`config.mk`:
```
export PLATFORM = sky130hd
export DESIGN_NAME = sbp_pipeline_injector
export DESIGN_NICKNAME = d
export VERILOG_FILES = /design/src/rtl/sbp_pipeline_injector.sv
export SDC_FILE = /design/constraint.sdc
export NUM_CORES = 1
export LEC_CHECK = 0
export CAP_MARGIN = 0
export CORE_ASPECT_RATIO = 0.75
export CORE_MARGIN = 8
export CORE_UTILIZATION = 52
export CTS_CLUSTER_DIAMETER = 30
export DETAILED_ROUTE_END_ITERATION = 12
export GPL_ROUTABILITY_DRIVEN = 0
export PLACE_DENSITY = 0.73
export SYNTH_ARGS = -nofsm -noshare
export SYNTH_HDL_FRONTEND = slang
export SYNTH_SLANG_ARGS = --single-unit
```
`constraint.sdc`:
```
create_clock -name clk -period 10.7 [get_ports clk]
set_input_delay 2.14 -clock clk [delete_from_list [all_inputs] [get_ports clk]]
set_output_delay 2.14 -clock clk [all_outputs]
set_load 0.01 [all_outputs]
```
`src/rtl/sbp_pipeline_injector.sv`:
```
// ----------------------------------------------------------------------------
// sbp_pipeline_injector
//
// Purpose:
//   Head-of-pipeline source for the scalable pipelined lookup. On every clock
//   it emits exactly one slot (update, ip_addr, bit_pos, stage_id, location,
//   result) that the first lookup stage consumes. Host update commands are
//   buffered in a small FIFO and arbitrated against lookup requests. A waiting
//   update is never starved for more than MAX_LOOKUP_RUN consecutive lookups.
//   When there is nothing to send, a bubble (stage_id 0, all fields 0) is
//   emitted.
//
// Configuration macro:
//   SBP_INJ_PREFIX_MASK_EN - when defined, prefix bits below the (clamped)
//                            prefix length are zeroed as the command is
//                            pushed. When undefined, the prefix is stored and
//                            emitted verbatim.
//
// Ports:
//   clk, rst           clock, synchronous active-high reset
//   lkp_valid_i        lookup request valid
//   lkp_ready_o        lookup granted this cycle (combinational)
//   lkp_ip_addr_i      address to look up
//   upd_valid_i        update command valid
//   upd_ready_o        update FIFO not full
//   upd_stage_id_i     target stage of the update
//   upd_location_i     target word in that stage
//   upd_prefix_i       prefix written to the node
//   upd_prefix_len_i   prefix length (values above 32 are clamped to 32)
//   upd_result_i       child/result field written to the node
//   upd_level_o        FIFO occupancy
//   update_o .. result_o  registered pipeline head slot
// ----------------------------------------------------------------------------
module sbp_pipeline_injector #(
   parameter int STAGE_ID_BITS  = 6,
   parameter int LOCATION_BITS  = 11,
   parameter int RESULT_BITS    = 24,
   parameter int ROOT_STAGE_ID  = 1,
   parameter int UPD_FIFO_DEPTH = 8,
   parameter int MAX_LOOKUP_RUN = 4
) (
   input  logic                              clk,
   input  logic                              rst,
   input  logic                              lkp_valid_i,
   output logic                              lkp_ready_o,
   input  logic [31:0]                       lkp_ip_addr_i,
   input  logic                              upd_valid_i,
   output logic                              upd_ready_o,
   input  logic [STAGE_ID_BITS-1:0]          upd_stage_id_i,
   input  logic [LOCATION_BITS-1:0]          upd_location_i,
   input  logic [31:0]                       upd_prefix_i,
   input  logic [5:0]                        upd_prefix_len_i,
   input  logic [RESULT_BITS-1:0]            upd_result_i,
   output logic [$clog2(UPD_FIFO_DEPTH):0]   upd_level_o,
   output logic                              update_o,
   output logic [31:0]                       ip_addr_o,
   output logic [5:0]                        bit_pos_o,
   output logic [STAGE_ID_BITS-1:0]          stage_id_o,
   output logic [LOCATION_BITS-1:0]          location_o,
   output logic [RESULT_BITS-1:0]            result_o
);

   localparam int PTR_W = $clog2(UPD_FIFO_DEPTH);
   localparam int LVL_W = PTR_W + 1;
   // run_cnt must hold 0..MAX_LOOKUP_RUN; keep at least one bit for MAX 0
   localparam int RUN_W = (MAX_LOOKUP_RUN < 1) ? 1 : $clog2(MAX_LOOKUP_RUN + 1);

   localparam logic [RUN_W-1:0] RUN_MAX  = RUN_W'(MAX_LOOKUP_RUN);
   localparam logic [LVL_W-1:0] LVL_FULL = LVL_W'(UPD_FIFO_DEPTH);
   localparam logic [STAGE_ID_BITS-1:0] ROOT_ID = STAGE_ID_BITS'(ROOT_STAGE_ID);

   // Per-cycle grant decision
   localparam logic [1:0] GRANT_BUBBLE = 2'd0;
   localparam logic [1:0] GRANT_LOOKUP = 2'd1;
   localparam logic [1:0] GRANT_UPDATE = 2'd2;

   // FIFO storage, one array per field
   logic [STAGE_ID_BITS-1:0] fifo_stage_r    [UPD_FIFO_DEPTH];
   logic [LOCATION_BITS-1:0] fifo_location_r [UPD_FIFO_DEPTH];
   logic [31:0]              fifo_prefix_r   [UPD_FIFO_DEPTH];
   logic [5:0]               fifo_len_r      [UPD_FIFO_DEPTH];
   logic [RESULT_BITS-1:0]   fifo_result_r   [UPD_FIFO_DEPTH];

   logic [PTR_W-1:0] wr_ptr_r;
   logic [PTR_W-1:0] rd_ptr_r;
   logic [LVL_W-1:0] level_r;
   logic [RUN_W-1:0] run_cnt_r;

   logic             fifo_ne_s;
   logic             fifo_full_s;
   logic             push_s;
   logic             pop_s;
   logic             run_at_max_s;
   logic [1:0]       grant_s;
   logic [5:0]       push_len_s;
   logic [31:0]      push_prefix_s;

   // Clamp out-of-range prefix lengths to a full-width match
   function automatic logic [5:0] clamp_len(input logic [5:0] len);
      logic [5:0] res;
      if (len > 6'd32) begin
         res = 6'd32;
      end else begin
         res = len;
      end
      return res;
   endfunction

   // FIFO status flags and handshake qualifiers
   always_comb begin
      fifo_ne_s    = (level_r != {LVL_W{1'b0}});
      fifo_full_s  = (level_r == LVL_FULL);
      run_at_max_s = (run_cnt_r == RUN_MAX);
      // A full FIFO refuses pushes even when a pop happens in the same cycle
      push_s       = upd_valid_i && !fifo_full_s;
      upd_ready_o  = !fifo_full_s;
   end

   // Prefix as it will be stored: clamped length, optional host-bit masking
   always_comb begin
      push_len_s = clamp_len(upd_prefix_len_i);
`ifdef SBP_INJ_PREFIX_MASK_EN
      // Shift by 32 yields 0, so len 32 keeps the prefix and len 0 clears it
      push_prefix_s = upd_prefix_i & ~(32'hFFFF_FFFF >> push_len_s);
`else
      push_prefix_s = upd_prefix_i;
`endif
   end

   // Arbitration: waiting update wins when no lookup is pending or the
   // lookup run has reached its limit; otherwise lookups go first.
   always_comb begin
      grant_s = GRANT_BUBBLE;
      if (rst) begin
         grant_s = GRANT_BUBBLE;
      end else if (fifo_ne_s && (!lkp_valid_i || run_at_max_s)) begin
         grant_s = GRANT_UPDATE;
      end else if (lkp_valid_i) begin
         grant_s = GRANT_LOOKUP;
      end else begin
         grant_s = GRANT_BUBBLE;
      end
      pop_s       = (grant_s == GRANT_UPDATE);
      lkp_ready_o = (grant_s == GRANT_LOOKUP);
   end

   assign upd_level_o = level_r;

   // FIFO data write; storage needs no reset because level_r gates its use
   always_ff @(posedge clk) begin
      if (push_s && !rst) begin
         fifo_stage_r[wr_ptr_r]    <= upd_stage_id_i;
         fifo_location_r[wr_ptr_r] <= upd_location_i;
         fifo_prefix_r[wr_ptr_r]   <= push_prefix_s;
         fifo_len_r[wr_ptr_r]      <= push_len_s;
         fifo_result_r[wr_ptr_r]   <= upd_result_i;
      end
   end

   // FIFO pointers and occupancy
   always_ff @(posedge clk) begin
      if (rst) begin
         wr_ptr_r <= {PTR_W{1'b0}};
         rd_ptr_r <= {PTR_W{1'b0}};
         level_r  <= {LVL_W{1'b0}};
      end else begin
         // Depth is a power of two, so pointers wrap naturally
         if (push_s) begin
            wr_ptr_r <= wr_ptr_r + {{(PTR_W-1){1'b0}}, 1'b1};
         end
         if (pop_s) begin
            rd_ptr_r <= rd_ptr_r + {{(PTR_W-1){1'b0}}, 1'b1};
         end
         case ({push_s, pop_s})
            2'b10:   level_r <= level_r + {{(LVL_W-1){1'b0}}, 1'b1};
            2'b01:   level_r <= level_r - {{(LVL_W-1){1'b0}}, 1'b1};
            default: level_r <= level_r;
         endcase
      end
   end

   // Count consecutive lookups granted while an update is waiting
   always_ff @(posedge clk) begin
      if (rst) begin
         run_cnt_r <= {RUN_W{1'b0}};
      end else begin
         case (grant_s)
            GRANT_LOOKUP: begin
               if (!fifo_ne_s) begin
                  run_cnt_r <= {RUN_W{1'b0}};
               end else if (run_at_max_s) begin
                  run_cnt_r <= run_cnt_r;
               end else begin
                  run_cnt_r <= run_cnt_r + {{(RUN_W-1){1'b0}}, 1'b1};
               end
            end
            default: run_cnt_r <= {RUN_W{1'b0}};
         endcase
      end
   end

   // Registered head-of-pipeline slot
   always_ff @(posedge clk) begin
      if (rst) begin
         update_o   <= 1'b0;
         ip_addr_o  <= 32'h0000_0000;
         bit_pos_o  <= 6'd0;
         stage_id_o <= {STAGE_ID_BITS{1'b0}};
         location_o <= {LOCATION_BITS{1'b0}};
         result_o   <= {RESULT_BITS{1'b0}};
      end else begin
         case (grant_s)
            GRANT_UPDATE: begin
               // A stage-0 command is forwarded unchanged; no stage matches it
               update_o   <= 1'b1;
               ip_addr_o  <= fifo_prefix_r[rd_ptr_r];
               bit_pos_o  <= fifo_len_r[rd_ptr_r];
               stage_id_o <= fifo_stage_r[rd_ptr_r];
               location_o <= fifo_location_r[rd_ptr_r];
               result_o   <= fifo_result_r[rd_ptr_r];
            end
            GRANT_LOOKUP: begin
               update_o   <= 1'b0;
               ip_addr_o  <= lkp_ip_addr_i;
               bit_pos_o  <= 6'd0;
               stage_id_o <= ROOT_ID;
               location_o <= {LOCATION_BITS{1'b0}};
               result_o   <= {RESULT_BITS{1'b0}};
            end
            default: begin
               update_o   <= 1'b0;
               ip_addr_o  <= 32'h0000_0000;
               bit_pos_o  <= 6'd0;
               stage_id_o <= {STAGE_ID_BITS{1'b0}};
               location_o <= {LOCATION_BITS{1'b0}};
               result_o   <= {RESULT_BITS{1'b0}};
            end
         endcase
      end
   end

endmodule

```
Word-level counts from Yosys, hierarchy flattened
Memories as Yosys holds them, arrays and structs flattened. A register that Yosys moved wholly into a read port is not among the register bits.
Cells that the tools add are included.
- flip-flop bits (word level): 52
- RAM bits: 632
- bits of input ports: 115
- output and inout bits: 86
- memories kept: 5
- add/subtract/negate cells: 5
- $lt $le $gt $ge: 1
- equality and inequality tests: 6
- muxes and demuxes: 14
- bitwise gates (word level): 3
- reductions and logical operators: 11
- memories (name ; depth ; width ; read ports ; clocked after Yosys merged registers in ; write ports ; RTL line ; source):
    fifo_prefix_r ; 8 ; 32 ; 1 ; 1 ; 1 ; 80 ; logic [31:0] fifo_prefix_r [UPD_FIFO_DEPTH];
    fifo_result_r ; 8 ; 24 ; 1 ; 1 ; 1 ; 82 ; logic [RESULT_BITS-1:0] fifo_result_r [UPD_FIFO_DEPTH];
    fifo_location_r ; 8 ; 11 ; 1 ; 1 ; 1 ; 79 ; logic [LOCATION_BITS-1:0] fifo_location_r [UPD_FIFO_DEPTH];
    fifo_len_r ; 8 ; 6 ; 1 ; 1 ; 1 ; 81 ; logic [5:0] fifo_len_r [UPD_FIFO_DEPTH];
    fifo_stage_r ; 8 ; 6 ; 1 ; 1 ; 1 ; 78 ; logic [STAGE_ID_BITS-1:0] fifo_stage_r [UPD_FIFO_DEPTH];
- operators with widths (cell ; count):
    32-bit case mux with 2 select lines ; 1
    3-bit 2-to-1 mux ; 4
    6-bit case mux with 2 select lines ; 1
    3-bit by 1-bit adder with 3-bit output, second input constant ; 3
    4-bit case mux with 2 select lines ; 1
    6-bit greater-than comparator, second input constant ; 1
    6-bit 2-to-1 mux ; 1
    4-bit by 1-bit adder with 4-bit output, second input constant ; 1
    2-bit by 1-bit == test with 1-bit output, second input constant ; 2
    2-bit == test, second input constant ; 2
    4-bit == test, second input constant ; 1
    1-bit 2-to-1 mux ; 4
    2-bit 2-to-1 mux ; 2
    4-bit nonzero test ; 1
    4-bit by 1-bit subtractor with 4-bit output, second input constant ; 1
    3-bit == test, second input constant ; 1
    1-bit logical AND ; 3
    1-bit logical NOT ; 3
    1-bit NOT ; 3
    3-bit OR reduction ; 1
    2-bit nonzero test ; 1
    2-bit OR reduction ; 1
    1-bit logical OR ; 1

Depth between registers and ports, before layout
Gate-level depths: netlist of the first run.
- word-level depth: 8
- depth in mapped cells: 14
- depth with buffers taken out: 14

Least setup slack after synthesis of the first run
No wires, ideal clock.
- kind: input to register
- start: input rst
- end: memory fifo_len_r[0][0], enable pin
- setup time: 0.738 ns
- arrival time: 10.576 ns
- setup slack: -0.615 ns
- cell stages on the path: 3
- buffers on the path: 1
- cell sequence: clkbuf_1 > nor2_1 > nor4b_1
- word-level cells in the longest chain between the ends: 4
- ends and longest elaborated chain (what ; RTL line ; source):
    start, declared ; 43 ; input logic rst,
    1-bit logical NOT ; 151 ; if (push_s && !rst) begin
    1-bit logical AND ; 151 ;
    1-bit 2-to-1 mux ; 151 ;
    1-bit 2-to-1 mux (implied by the code) ; 155 ; fifo_len_r[wr_ptr_r] <= push_len_s;
    end, declared ; 81 ;
Every way passes these cells.

Final worst setup path of the first run
- start: input rst
- end: output lkp_ready_o
- word-level cells in the longest chain between the ends: 2
- ends and longest elaborated chain (what ; RTL line ; source):
    2-bit 2-to-1 mux ; 134 ; if (rst) begin
    2-bit by 1-bit == test with 1-bit output ; 144 ; lkp_ready_o = (grant_s == GRANT_LOOKUP);
    end, declared ; 45 ; output logic lkp_ready_o,
Every way passes these cells.

==> results of run 1 <==
## routing by layer
metal / vias up / global-route usage (%)
met5: - / 0
met4: 8 / 6.158
met3: 107 / 5.471
met2: 431 / 32.81
met1: 6869 / 23.73
li1: 5908 / -
## worst max path at each step
stage,endpoint,slack (ns),cells after the start
finish,lkp_ready_o,4.46,6
global route,lkp_ready_o,4.34,6
floorplan,fifo_len_r[4][0]$_DFFE_PP_,0.14,2
global placement,lkp_ready_o,4.50,6
CTS,lkp_ready_o,4.46,6
detailed placement,lkp_ready_o,4.46,6
## cells by family after synthesis
logic type	count (synthesis)	share of synthesized area (%)
adder cells (fa/ha/maj)	9	0.4179
AO/OA/AOI/OAI	96	2.456
multiplexers	240	15.04
flip-flops	728	77.56
buffers and inverters	76	1.746
XOR/XNOR	8	0.2600
AND/OR/NAND/NOR	152	2.517
## final cells by class
cell class / count / area (µm²)
multi-input cells: 505 / 5643
clock inverters: 85 / 909.6
well taps: 666 / 833.3
flip-flops and latches: 728 / 20920
inverters: 5 / 18.77
fillers: 3323 / 17750
clock buffers: 138 / 3059
diodes: 3 / 7.507
repair buffers: 228 / 2212
## worst max-delay path, cell delays in order
cell,delay [ns]
clkdlybuf4s50_1,0.78
nor2b_1,0.23
o21ai_0,0.14
inv_1,0.09
ha_1,0.17
clkdlybuf4s50_1,0.55
## cell usage after synthesis (all sizes together)
cell type  count
a21oi         27
a22oi         33
a31oi          1
a32oi         11
and2           1
buf           43
clkbuf        28
dfxtp         96
edfxtp       632
ha             9
inv            5
mux2           1
mux2i        114
mux4         125
nand2         32
nand2b        12
nand3          4
nand3b         1
nor2          76
nor2b         12
nor3           6
nor4           2
nor4b          1
o211ai        21
o21ai          2
o32ai          1
or2            2
or3            2
or4b           1
xnor2          2
xor2           6
## state kept, by name, indices dropped and copies added (netlist names), named ones only
register         cells
ip_addr_o           32
update_o             1
stage_id_o           6
upd_level_o          4
location_o          11
wr_ptr_r             3
run_cnt_r            3
fifo_result_r      192
bit_pos_o            6
fifo_len_r          48
rd_ptr_r             3
fifo_prefix_r      256
result_o            24
fifo_stage_r        48
fifo_location_r     88
## power groups by stage
stage	Combinational, mW	Clock [mW]	Sequential [mW]
global route	0.398	3.88	3.19
global placement	0.361	0	3.24
detailed placement	0.370	0	3.24
finish	0.369	3.70	3.19
floorplan	0.243	0	3.23
CTS	0.374	3.76	3.19
## layout by cell type, fill, tap and decap left out, drive strengths merged, types with 11 or more instances in the layout
| cell type | Yosys | layout |
|---|---|---|
| edfxtp | 632 | 632 |
| clkdlybuf4s50 | 0 | 200 |
| clkbuf | 28 | 138 |
| mux4 | 125 | 125 |
| mux2i | 114 | 114 |
| dfxtp | 96 | 96 |
| nor2 | 76 | 76 |
| clkinv | 0 | 42 |
| a22oi | 33 | 33 |
| nand2 | 32 | 32 |
| buf | 43 | 28 |
| a21oi | 27 | 27 |
| inv | 5 | 23 |
| o211ai | 21 | 21 |
| clkinvlp | 0 | 13 |
| bufinv | 0 | 12 |
| nor2b | 12 | 12 |
| nand2b | 12 | 12 |
| a32oi | 11 | 11 |
## metrics by stage
step	worst slack, ns	cell area [µm²]	std cells	total power, mW
after floorplan	0.1444	26950	1309	3.471
after global placement	4.503	29620	2132	3.598
after detailed placement	4.463	29620	2132	3.610
after CTS	4.462	33590	2355	7.317
after global routing	4.341	33590	2356	7.469
final	4.459	33600	2358	7.251
==> impl_metrics.toml, run 1 <==
[outcome]
status = "finished clean"

[placement]
portBuffers = 200
hpwl_mm = 30.13

[sta]
fin_crit_sh_pct = 58.33
drv_slew = 0
slew_headroom_pct = 21.31
tns_ns = 0
final_hold_viol_count = 0
worst_pin_slew_ns = 1.180
fmax_mhz = 160.2
skew_ns = 0.02971
fin_hold_ws_ns = 0.5205
setup_viol = 0
rsz0062_at_grt = "no"
fin_crit_ns = 6.241

[routing]
first_pass_iters = 5
wl_mm = 56.98
via_count = 13320
dr_wl_met2_mm = 28.71
vias_per_cell = 5.650
ant_nets = 0
wl_per_cell_um = 24.17
first_iter_violations = 931
drt-met1-wl_mm = 22.93
top_layer = "met5"
drc_errors = 0
dr_wl_met3_mm = 3.857

[floorplanning]
start_util_pct = 52.48
die_area_mm2 = 0.05944
num_rows = 72
die_h_um = 213.1
core_region_area_mm2 = 0.05135
num_io_pins = 201
die_w_um = 278.9

[yosys]
yosys.cell_types.count = 39
syn_inst = 1309
syn-mean-instance-area_um2 = 20.59
synth_largest_area_cell = "edfxtp_1"
syn_area_mm2 = 0.02695
yosysWarnings = 0
ys_ff_latch = 728
synth.area.top_cells = "edfxtp_1, mux4_2, dfxtp_1"
synth_top_area_share_pct = 70.43
ys_seq_area_share_pct = 77.56
synth_fp_nets = 1433

[global_routing]
grt_pass1_wl_mm = 86.28
overflow = 0
grt_max_degree = 49
grtUsageTotal_pct = 19.19
antenna_found_initial = 6
grt_pass1_vias = 14440

[final_layout]
drive_gt1_share_pct = 20.43
postLayoutCoreUtil_pct = 65.43
layout.nets = 1710
synthToLayoutAreaGrowth_pct = 24.68

[pwr]
power_frac_seq_pct = 43.9
peakVddDrop_uv = 150.5
clock_power_share_pct = 51.0
p_sw_mw = 1.562
pwr-share-comb_pct = 5.1
p_leak_nw = 10.70
power.internal_mw = 5.689
switching_share_pct = 21.55
cellPowerDensity_mw_per_mm2 = 215.8

[worst_hold_path]
min-delay-start = "run_cnt_r[2]$_SDFFE_PP0N_"
holdPathStages = 2
hold_class = "flip-flop to flip-flop"
worstHoldEndpoint = "run_cnt_r[1]$_SDFFE_PP0N_"

[worst_setup_path]
cp.required_ns = 8.56
cp-end-kind = "output pin"
path_class = "input port to output pin"
reg2reg_from = "run_cnt_r[1]$_SDFFE_PP0N_"
cp.arrival_ns = 4.10
reg2reg_slack_ns = 7.42
crit_path_max_fanout = 20
reg2reg_to = "stage_id_o[1]$_SDFF_PP0_"
cp-start-kind = "input port"
reg2regPathDepth = 9
startpoint = "rst"

[clocking]
clk_path_buf_depth = 3
cts_hold_buffers = 0
clk_pin_slew_ns = 0.05
cts_made_buffers = 118
post_cts_buffers = 0
clock_sinks = 728
clkLatencyLatePin_ns = 0.66
cts_tree = "yes"
cts_htree_levels = 3
ctsResizeCount = 0
cts_root_buf = "clkbuf_16"

[job]
cap_violations = 0
Note: power is estimated with default switching activity, not from simulation.
==> run 2, diff against run 1 <==
==> constraint.sdc (replaced) <==
create_clock -name clk -period 5.7 [get_ports clk]
set_input_delay 1.14 -clock clk [delete_from_list [all_inputs] [get_ports clk]]
set_output_delay 1.14 -clock clk [all_outputs]
set_load 0.01 [all_outputs]
==> impl_metrics.toml, run 2 (synthesized netlist as in run 1, its figures left out) <==
[clocking]
cts_hold_buffers = 0
ctsResizeCount = 0
cts_htree_levels = 3
clk_pin_slew_ns = 0.05
cts_root_buf = "clkbuf_16"
post_cts_buffers = 0
cts_made_buffers = 108
clk_path_buf_depth = 3
clkLatencyLatePin_ns = 0.64
clock_sinks = 728
cts_tree = "yes"

[final_layout]
fin_area_mm2 = 0.03359
layout.nets = 1699
n_fill_cell = 3341
multi_input_area_mm2 = 0.005665
drive_gt1_share_pct = 20.54
largest_register_ffs = 256
reg_top3 = "fifo_prefix_r: 256 flops, fifo_result_r: 192 flops, fifo_location_r: 88 flops"
layout_commonest_cell = "edfxtp_1"
synthToLayoutAreaGrowth_pct = 24.66
layout.cells.most_common_list = "edfxtp_1, clkdlybuf4s50_1, mux2i_1, clkbuf_16, mux4_2"
top_register = "fifo_prefix_r"
register_area_mm2 = 0.02092

[global_routing]
grt_max_degree = 73
overflow = 0
grt_pass1_vias = 14150
grtUsageTotal_pct = 19.26
grt_pass1_wl_mm = 86.40
antenna_found_initial = 3

[sta]
fin_crit_sh_pct = 68.98
fin_ws_ns = 1.768
worst_pin_slew_ns = 1.101
drv_slew = 0
rsz0062_at_grt = "no"
fin_crit_ns = 3.932
skew_ns = 0.02041
final_hold_viol_count = 0
slew_headroom_pct = 26.60
fin_hold_ws_ns = 0.5274
fmax_mhz = 254.3
setup_viol = 0

[pwr]
peakVddDrop_uv = 295.4
p_leak_nw = 10.68
cellPowerDensity_mw_per_mm2 = 403.4

[routing]
wl_mm = 57.39
first_iter_violations = 1032
wl_per_cell_um = 24.56
drc_errors = 0
ant_nets = 0
via_count = 13310
first_pass_iters = 5
vias_per_cell = 5.697

[worst_setup_path]
reg2reg_from = "run_cnt_r[0]$_SDFFE_PP0N_"
critPathMaxStageDelay_ns = 0.55
cp-end-kind = "output pin"
reg2regPathDepth = 9
crit_path_max_fanout = 20
path_common_cell = "clkdlybuf4s50_1"
crit_chain = "clkdlybuf4s50_1 -> buf_4 -> nor2b_1 -> o21ai_0 -> inv_1 -> ha_1 -> clkdlybuf4s50_1"
crit_path_top_delay_cell = "clkdlybuf4s50_1"
reg2reg_slack_ns = 2.54
reg2reg_to = "stage_id_o[1]$_SDFF_PP0_"
cp.arrival_ns = 2.79
cp.required_ns = 4.56
cp-start-kind = "input port"
path_class = "input port to output pin"

[worst_hold_path]
hold_class = "flip-flop to flip-flop"
min-delay-start = "run_cnt_r[1]$_SDFFE_PP0N_"
holdPathStages = 2
worstHoldEndpoint = "run_cnt_r[1]$_SDFFE_PP0N_"

[job]
cap_violations = 0

[placement]
portBuffers = 200
place_worst_setup_slack_ns = 1.528
placed_area_mm2 = 0.02970
hpwl_mm = 30.17

[floorplanning]
die_h_um = 213.1
num_io_pins = 201
die_w_um = 278.9
num_rows = 72
die_area_mm2 = 0.05944
core_region_area_mm2 = 0.05135
start_util_pct = 52.48

[outcome]
status = "finished clean"
==> run 2: changes by cell type in the layout (fill, tap and decap cells not counted), moves of 3 or more <==
cell,before,now
clkbuf_8,1,7
clkbuf_16,119,112
buf_12,0,5
nor3_4,0,3
inv_6,16,11
clkinv_4,11,14
nor3_2,3,0
clkinv_1,10,3
buf_4,28,22
bufinv_16,12,16
clkbuf_1,18,6
==> run 2: stage by stage <==
stage / cells / util [%] / TNS, ns / power [mW]
after floorplan: 1309 / - / -90.92 / 6.514
after global placement: 2131 / 57.84 / 0 / 6.765
after detailed placement: 2131 / 57.84 / 0 / 6.784
after CTS: 2336 / 65.41 / 0 / 13.66
after global routing: 2336 / 65.41 / 0 / 13.95
final: 2337 / 65.42 / 0 / 13.55
==> run 2: report_power, final <==
part | internal (mW) | switching, mW | leakage [nW]
clock network | 4.44 | 2.43 | 1.89
registers | 5.90 | 0.0690 | 6.49
logic | 0.353 | 0.351 | 2.29
total | 10.7 | 2.85 | 10.7
==> run 2: layout make-up <==
type / instances / area share [%]
Timing Repair Buffer: 227 / 6.749
Multi-Input combinational cell: 505 / 16.87
Clock inverter: 80 / 2.883
Sequential cell: 728 / 62.26
Tap cell: 666 / 2.481
Clock buffer: 125 / 8.697
Antenna cell: 1 / 0.007449
Inverter: 5 / 0.05587
==> run 2: how the worst max path moves through the flow <==
stage                            endpoint  startpoint  slack (ns)  depth (start not counted)
6_report                      lkp_ready_o         rst        1.77                          7
5_1_grt                       lkp_ready_o         rst        1.68                          7
4_1_cts                       lkp_ready_o         rst        1.76                          7
3_5_place_dp     stage_id_o[2]$_SDFF_PP0_         rst        1.53                          9
3_3_place_gp     stage_id_o[5]$_SDFF_PP0_         rst        1.59                         10
2_1_floorplan  fifo_len_r[0][0]$_DFFE_PP_         rst       -0.63                          3
==> run 2: per-layer routing <==
layer / vias to the layer above / wire, µm / global-route usage, % / share of wire (%)
li1: 5889 / - / - / -
met1: 6915 / 23670 / 24.85 / 41
met2: 410 / 28930 / 32.72 / 50
met3: 96 / 3640 / 4.597 / 6.3
met4: 4 / 1132 / 5.601 / 2.0
met5: - / 23 / 0 / 0.040
==> run 2: critical path, delay by kind of cell <==
family / cells / cell delay, ns
buffers and inverters: 4 / 1.24
adder cells (fa/ha/maj): 1 / 0.16
AND/OR/NAND/NOR: 1 / 0.13
AO/OA/AOI/OAI: 1 / 0.12
==> run 3, diff against run 2 <==
--- a/config.mk
+++ b/config.mk
@@ -8,11 +8,11 @@
 export CAP_MARGIN = 0
 export CORE_ASPECT_RATIO = 0.75
 export CORE_MARGIN = 8
-export CORE_UTILIZATION = 52
+export CORE_UTILIZATION = 58
 export CTS_CLUSTER_DIAMETER = 30
 export DETAILED_ROUTE_END_ITERATION = 12
 export GPL_ROUTABILITY_DRIVEN = 0
-export PLACE_DENSITY = 0.73
+export PLACE_DENSITY = 0.77
 export SYNTH_ARGS = -nofsm -noshare
 export SYNTH_HDL_FRONTEND = slang
 export SYNTH_SLANG_ARGS = --single-unit
==> constraint.sdc (replaced) <==
create_clock -name clk -period 3.71 [get_ports clk]
set_input_delay 0.742 -clock clk [delete_from_list [all_inputs] [get_ports clk]]
set_output_delay 0.742 -clock clk [all_outputs]
set_load 0.01 [all_outputs]
==> impl_metrics.toml, run 3 (synthesized netlist as in run 1, its figures left out) <==
[routing]
wl_per_cell_um = 25.27
wl_mm = 57.18
first_pass_iters = 4
first_iter_violations = 1229
via_count = 13390
drc_errors = 0
ant_nets = 0
vias_per_cell = 5.916

[placement]
placed_area_mm2 = 0.02980
portBuffers = 200
hpwl_mm = 30.41

[pwr]
p_leak_nw = 10.62
power_mw = 20.42
cellPowerDensity_mw_per_mm2 = 610.3
peakVddDrop_uv = 395.2

[clocking]
clk_path_buf_depth = 3
cts_made_buffers = 102
ctsResizeCount = 0
clock_sinks = 728
cts_tree = "yes"
cts_root_buf = "clkbuf_16"
post_cts_buffers = 0
clk_pin_slew_ns = 0.05
clkLatencyLatePin_ns = 0.64
cts_htree_levels = 3
cts_hold_buffers = 0

[floorplanning]
die_w_um = 264.9
die_h_um = 202.7
num_io_pins = 201
num_rows = 68
start_util_pct = 58.65
die_area_mm2 = 0.05369
core_region_area_mm2 = 0.04594

[sta]
rsz0062_at_grt = "no"
skew_ns = 0.03155
final_hold_viol_count = 0
fin_crit_sh_pct = 86.34
slew_headroom_pct = 31.42
worst_pin_slew_ns = 1.027
fin_hold_ws_ns = 0.5063
setup_viol = 0
fmax_mhz = 312.2
drv_slew = 0
fin_crit_ns = 3.203

[worst_setup_path]
path_class = "flip-flop to output pin"
reg2reg_from = "run_cnt_r[0]$_SDFFE_PP0N_"
cp-end-kind = "output pin"
crit_path_max_fanout = 7
cp.arrival_ns = 2.46
cp-start-kind = "flip-flop"
startpoint = "upd_level_o[0]$_SDFFE_PP0P_"
cp.required_ns = 2.97

[final_layout]
postLayoutCoreUtil_pct = 72.81
top_register = "fifo_prefix_r"
largest_register_ffs = 256
layout.cells.most_common_list = "edfxtp_1, clkdlybuf4s50_1, mux2i_1, clkbuf_16, mux4_2"
n_fill_cell = 2603
reg_top3 = "fifo_prefix_r: 256 flops, fifo_result_r: 192 flops, fifo_location_r: 88 flops"
register_area_mm2 = 0.02092
layout.nets = 1704
drive_gt1_share_pct = 20.52
fin_area_mm2 = 0.03345
synthToLayoutAreaGrowth_pct = 24.14
layout_commonest_cell = "edfxtp_1"
multi_input_area_mm2 = 0.005673

[job]
cap_violations = 0

[worst_hold_path]
min-delay-start = "run_cnt_r[1]$_SDFFE_PP0N_"
hold_class = "flip-flop to flip-flop"

[global_routing]
grt_pass1_wl_mm = 86.93
grt_pass1_vias = 14200
antenna_found_initial = 4
grtUsageTotal_pct = 21.32
grt_max_degree = 80
overflow = 0

[outcome]
status = "finished clean"
## run 3: cell count changes in the layout (fill, tap and decap cells not counted), sizes merged
cell      before  now
clkinvlp      11   12
bufinv        16   15
buf           27   38
clkinv        39   26
clkbuf       125  117
inv           19   26
## run 3: worst paths after layout
path | end | cells after the start | slack [ns]
max | lkp_ready_o | 5 | 0.51
min | run_cnt_r[1]$_SDFFE_PP0N_ | 2 | 0.51
max reg2reg | upd_level_o[3]$_SDFFE_PP0P_ | 9 | 0.78
min reg2reg | run_cnt_r[1]$_SDFFE_PP0N_ | 2 | 0.51
## run 3: stage by stage
stage          instances  TNS, ns  setup WS (ns)
6_report            2263        0         0.5069
5_1_grt             2262        0         0.3785
4_1_cts             2262        0         0.4809
3_5_place_dp        2071        0         0.2715
3_3_place_gp        2071        0         0.3509
2_1_floorplan       1309  -113.62        -0.9342
## run 3: per-layer routing
metal  track usage, %  part of all wire [%]
met1            28.20                    41
met5                0                 0.079
met4            5.669                   1.9
met3            5.573                   7.4
met2            35.26                    50
## run 3: cell type report
| type | instances | share of cell area, % |
|---|---|---|
| Tap cell | 595 | 2.225 |
| Timing Repair Buffer | 238 | 7.323 |
| Clock buffer | 117 | 8.079 |
| Antenna cell | 1 | 0.007480 |
| Multi-Input combinational cell | 505 | 16.96 |
| Sequential cell | 728 | 62.53 |
| Clock inverter | 74 | 2.820 |
| Inverter | 5 | 0.05610 |
## run 3: report_power, final
| group | internal [mW] | total [mW] | switching, mW |
|---|---|---|---|
| sequential | 9.07 | 9.18 | 0.113 |
| combinational | 0.557 | 1.10 | 0.539 |
| clock | 6.38 | 10.1 | 3.75 |
| total | 16.0 | 20.4 | 4.41 |
## run 3: critical path, cell delays in order (launching register included)
cell and delay, ns:
dfxtp_2 0.35, nor4_1 0.41, o21ai_0 0.22, inv_1 0.09
ha_1 0.17, clkdlybuf4s50_1 0.57
